$ cat config.mk
export PLATFORM = sky130hd
export DESIGN_NAME = alu_share_arbiter
export DESIGN_NICKNAME = d
export VERILOG_FILES = /design/src/rtl/alu_share_arbiter.sv
export SDC_FILE = /design/constraint.sdc
export NUM_CORES = 1
export LEC_CHECK = 0
export ABC_AREA = 1
export CORE_AREA = 2 2 122 124
export DETAILED_ROUTE_END_ITERATION = 16
export DIE_AREA = 0 0 124 126
export PLACE_DENSITY = 0.72
export SYNTH_ARGS = -nofsm -noshare
export SYNTH_HDL_FRONTEND = slang
export SYNTH_SLANG_ARGS = --single-unit
$ cat constraint.sdc
create_clock -name clk -period 1.6 [get_ports clk]
set_clock_uncertainty 0.05 [all_clocks]
set_input_delay 0.16 -clock clk [delete_from_list [all_inputs] [get_ports clk]]
set_output_delay 0.16 -clock clk [all_outputs]
set_load 0.1 [all_outputs]
$ cat src/rtl/alu_share_arbiter.sv
// alu_share_arbiter
//
// Lets two requesters share one combinational ALU. Only one operation is in
// flight at a time. Each operation goes through three steps:
// accept (IDLE) -> compute (EXEC) -> return (RESP).
// When both ports ask in the same IDLE cycle, they are served round-robin.
//
// Ports
//   clk, rst_n                     clock, synchronous active-low reset
//   reqN_valid / reqN_ready        request handshake for port N (N = 0, 1)
//   reqN_fun / reqN_a / reqN_b     function code and operands for port N
//   rspN_valid / rspN_ready        response handshake for port N
//   rspN_result / rspN_err         result, and illegal-function flag (0 while idle)
//   alu_fun / alu_srcA / alu_srcB  registered operands driven to the shared ALU
//   alu_result                     combinational result from the shared ALU
//   busy                           high whenever an operation is in flight
module alu_share_arbiter #(
    parameter int WIDTH = 32,
    parameter int FUN_W = 4
) (
    input  logic             clk,
    input  logic             rst_n,

    input  logic             req0_valid,
    output logic             req0_ready,
    input  logic [FUN_W-1:0] req0_fun,
    input  logic [WIDTH-1:0] req0_a,
    input  logic [WIDTH-1:0] req0_b,
    output logic             rsp0_valid,
    input  logic             rsp0_ready,
    output logic [WIDTH-1:0] rsp0_result,
    output logic             rsp0_err,

    input  logic             req1_valid,
    output logic             req1_ready,
    input  logic [FUN_W-1:0] req1_fun,
    input  logic [WIDTH-1:0] req1_a,
    input  logic [WIDTH-1:0] req1_b,
    output logic             rsp1_valid,
    input  logic             rsp1_ready,
    output logic [WIDTH-1:0] rsp1_result,
    output logic             rsp1_err,

    output logic [FUN_W-1:0] alu_fun,
    output logic [WIDTH-1:0] alu_srcA,
    output logic [WIDTH-1:0] alu_srcB,
    input  logic [WIDTH-1:0] alu_result,

    output logic             busy
);

    typedef enum logic [1:0] {
        IDLE = 2'd0,
        EXEC = 2'd1,
        RESP = 2'd2
    } state_t;

    state_t           state;
    state_t           state_nxt;
    logic             last_grant;
    logic             owner;
    logic [FUN_W-1:0] op_fun;
    logic [WIDTH-1:0] op_a;
    logic [WIDTH-1:0] op_b;
    logic [WIDTH-1:0] result_q;
    logic             err_q;
    logic             grant_any;
    logic             grant_port;
    logic             owner_rsp_ready;

    // Round-robin winner selection.
    // On a tie, the port that was not granted last wins.
    // Otherwise the only requesting port wins.
    // A grant is only offered in IDLE and never while reset is held.
    // This keeps the ready outputs low during reset.
    always_comb begin
        grant_port = 1'b0;
        if (req0_valid && req1_valid) begin
            grant_port = ~last_grant;
        end else if (req1_valid) begin
            grant_port = 1'b1;
        end
        grant_any = rst_n && (state == IDLE) && (req0_valid || req1_valid);
    end

    assign req0_ready = grant_any && !grant_port;
    assign req1_ready = grant_any &&  grant_port;

    // Only the owning port's rsp_ready can retire the pending response.
    assign owner_rsp_ready = owner ? rsp1_ready : rsp0_ready;

    // Next-state logic.
    // EXEC always lasts exactly one cycle, which gives the ALU a full cycle
    // to settle on the registered operands.
    // RESP waits for the owner to consume the result.
    always_comb begin
        state_nxt = state;
        case (state)
            IDLE:    if (grant_any)       state_nxt = EXEC;
            EXEC:                         state_nxt = RESP;
            RESP:    if (owner_rsp_ready) state_nxt = IDLE;
            default:                      state_nxt = IDLE;
        endcase
    end

    // State register.
    // A synchronous reset drops any in-flight transaction.
    // last_grant resets to 1 so that port 0 wins the first tie.
    always_ff @(posedge clk) begin
        if (!rst_n) begin
            state      <= IDLE;
            last_grant <= 1'b1;
            owner      <= 1'b0;
        end else begin
            state <= state_nxt;
            if (grant_any) begin
                owner      <= grant_port;
                last_grant <= grant_port;
            end
        end
    end

    // Datapath registers.
    // The operands are captured only on a handshake, so the ALU inputs stay
    // quiet between operations.
    // The result and the error flag are captured at the end of EXEC and then
    // held for the whole RESP phase.
    // Legal function codes are 0 to 9 and 13. An illegal code still returns
    // whatever the ALU produced.
    always_ff @(posedge clk) begin
        if (!rst_n) begin
            op_fun   <= '0;
            op_a     <= '0;
            op_b     <= '0;
            result_q <= '0;
            err_q    <= 1'b0;
        end else begin
            if (grant_any) begin
                op_fun <= grant_port ? req1_fun : req0_fun;
                op_a   <= grant_port ? req1_a   : req0_a;
                op_b   <= grant_port ? req1_b   : req0_b;
            end
            if (state == EXEC) begin
                result_q <= alu_result;
                err_q    <= !((op_fun <= FUN_W'(9)) || (op_fun == FUN_W'(13)));
            end
        end
    end

    assign alu_fun  = op_fun;
    assign alu_srcA = op_a;
    assign alu_srcB = op_b;

    // Response data is gated by valid, so an idle port never exposes stale data.
    assign rsp0_valid  = (state == RESP) && !owner;
    assign rsp1_valid  = (state == RESP) &&  owner;
    assign rsp0_result = rsp0_valid ? result_q : '0;
    assign rsp1_result = rsp1_valid ? result_q : '0;
    assign rsp0_err    = rsp0_valid && err_q;
    assign rsp1_err    = rsp1_valid && err_q;

    assign busy = (state != IDLE);

endmodule

==> results of run 1 <==
-- power by group --
| part | total (uW) | internal (uW) | leakage, uW | switching (uW) |
|---|---|---|---|---|
| Combinational | 3270 | 1280 | 0.00319 | 1990 |
| Clock | 2090 | 1140 | 0.000139 | 959 |
| Sequential | 2980 | 2820 | 0.000861 | 158 |
-- area by class of cell --
type,count,area (um2)
timing repair buffer,346,4960
fill,1053,3640
multi-input combinational,563,2920
sequential,105,2110
clock buffer,13,260
tap,184,230
inverter,43,174
clock inverter,3,15.0
antenna,1,2.50
-- logic make-up after synthesis --
group           share of synthesized area [%]
compound gates                           14.1
flops                                    42.8
buf+inv                                  8.74
simple gates                             34.3
-- timing repair --
action / 4_1_cts / 5_1_grt
gates resized for setup: 10 / 2
gates cloned: 2 / 0
pin swaps: 3 / 4
hold buffers: 0 / 0
setup endpoints to repair: 69 / 70
setup buffers: 2 / 1
-- flip-flops by register name, indices dropped and copies added (netlist names) --
register / count
state: 2
alu_srcB: 32
alu_srcA: 32
alu_fun: 4
result_q: 32
err_q: 1
owner: 1
last_grant: 1
-- worst min-delay path, stage by stage --
cell	delay, ps
dlymetal6s2s_1	170
buf_4	170
nand3_1	80
-- stage by stage --
step	cell area, um2	worst slack [ps]	setup TNS, ps
4_1_cts	10700	-168	-9230
3_5_place_dp	10300	-64.8	-1980
3_3_place_gp	10300	-37.7	-41.7
2_1_floorplan	5520	-780	-27530
6_report	10700	-163	-8270
5_1_grt	10700	-227	-12860
-- worst min path at each step --
stage / startpoint / end / slack, ps / cells after the start
floorplan: alu_result[2] / result_q[2] / 300 / 2
global route: rst_n / last_grant / 260 / 3
finish: rst_n / last_grant / 230 / 3
global placement: last_grant / last_grant / 430 / 2
CTS: alu_result[0] / result_q[0] / 380 / 3
detailed placement: alu_srcA[4] / alu_srcA[4] / 440 / 2
-- layer usage --
| metal | vias up | share of wire [%] |
|---|---|---|
| li1 | 3039 | - |
| met1 | 2709 | 37 |
| met2 | 250 | 50 |
| met3 | 37 | 10 |
| met4 | 0 | 3.1 |
| met5 | - | 0 |
-- synth_stat cells (all sizes together) --
master  number
o21ai       35
buf         31
o211ai       1
dfxtp      105
nand2      281
a21oi      102
clkbuf      29
nor2        74
nand3       69
nor3         1
inv         43
==> impl_metrics.json, run 1 <==
{
  "ys_seq_area_share_pct": 42.8,
  "ys_warn_count": 0,
  "path_max_fanout": 19,
  "p_per_area_mw_per_mm2": 782,
  "die_w_um": 124,
  "worstSetupEndpoint": "rsp0_result[10]",
  "slew_viol_final": 0,
  "ant_nets": 0,
  "clock_sinks": 105,
  "power.total_uw": 8350,
  "fin_util_pct": 74.6,
  "synth_nets": 945,
  "fin_cells": 1258,
  "use_met1_pct": 25.8,
  "crit_type": "reg -> out",
  "vdd_ir_drop_max_uv": 478,
  "rsz0062_at_grt": "yes",
  "p_leak_uw": 0.00419,
  "grt_pass1_wl_um": 30100,
  "ff2ff_path_depth": 6,
  "cp_slowest_cell": "dfxtp_2",
  "min_period_ps": 1760,
  "max_freq_mhz": 567,
  "root_buffer": "clkbuf_16",
  "yosysUniqueCellTypes": 15,
  "antenna_found_initial": 1,
  "htreeDepth": 3,
  "start_util_pct": 34.3,
  "layout_commonest_cell": "nand2_1",
  "violations": "negative setup slack",
  "cp.required_ps": 1390,
  "drv_cap": 0,
  "dpl.cell_count": 1236,
  "rows": 44,
  "ys_ff_latch": 105,
  "cp_cell_sequence": "nor3_4 > inv_4 > buf_12 > nor2_4 > buf_12",
  "fin_ws_ps": -163,
  "cp_num_cells": 5,
  "globalplace.congestion": 0.818,
  "wl_um": 19500,
  "outcome": "finished, violations left",
  "grt_busiest_layer": "met2",
  "vias": 6035,
  "crit_arrival_ps": 1550,
  "tightestPinTransition_ps": 337,
  "crit_path_frequent_cell": "buf_12",
  "cts_tree": "yes",
  "final_cell_mix": "nand2_1, clkdlybuf4s50_1, buf_12",
  "clock_latency_ps": 350,
  "startpoint": "state[0]",
  "fin_nets": 1242,
  "drt-pass1-iter-count": 4,
  "yosysTopAreaCellShare_pct": 42.8,
  "synthCells": 771,
  "r2r_slack_ps": 180,
  "grt_start_max_net_pins": 59,
  "overflow": 0,
  "synth_top_area_cell": "dfxtp_1",
  "grtUsageTotal_pct": 25.0,
  "syn_area_per_cell_um2": 6.37,
  "core_area_mm2": 0.0143,
  "cp_top_family": "buffers and inverters",
  "hold_class": "in -> reg",
  "drc": 0,
  "drtIter0Drc": 250,
  "layout-drive-gt1-share_pct": 25.3,
  "path_clk_slew_ps": 60,
  "period_share_pct": 110,
  "hold_viol_final": 0,
  "dp.final_hpwl_um": 14500,
  "slew_headroom_pct": 77.3,
  "met2_usage_pct": 44.5,
  "synthTopCellsByArea": "dfxtp_1, nand2_1, a21oi_1",
  "area.growth.synth_to_final_pct": 117,
  "wl_per_cell_um": 15.5,
  "cp-start-kind": "flop",
  "io_pins": 313,
  "end_kind": "output pin",
  "die_height_um": 126,
  "slowest_delay_ps": 360,
  "io_buffers": 312,
  "reg2reg_to": "alu_srcA[3]",
  "grt_pass1_vias": 5921,
  "timing.rr.start": "state[0]",
  "hold_ws_ps": 231,
  "via_per_inst": 4.80,
  "cts.path.max_buffers": 2,
  "worst-path-buf-inv": 3,
  "grt_use_met3_pct": 9.83,
  "finalSetupViolCount": 69,
  "syn_area_mm2": 0.00491,
  "numCtsBuffers": 9,
  "die-area_mm2": 0.0156
}
No activity file was read; power rests on OpenSTA's default activity.
==> inputs of run 2 (changes only) <==
CAP_MARGIN = 20   (was not set)
==> results of run 2 <==
The final DEF is identical to that of run 1; final timing and power are the same.
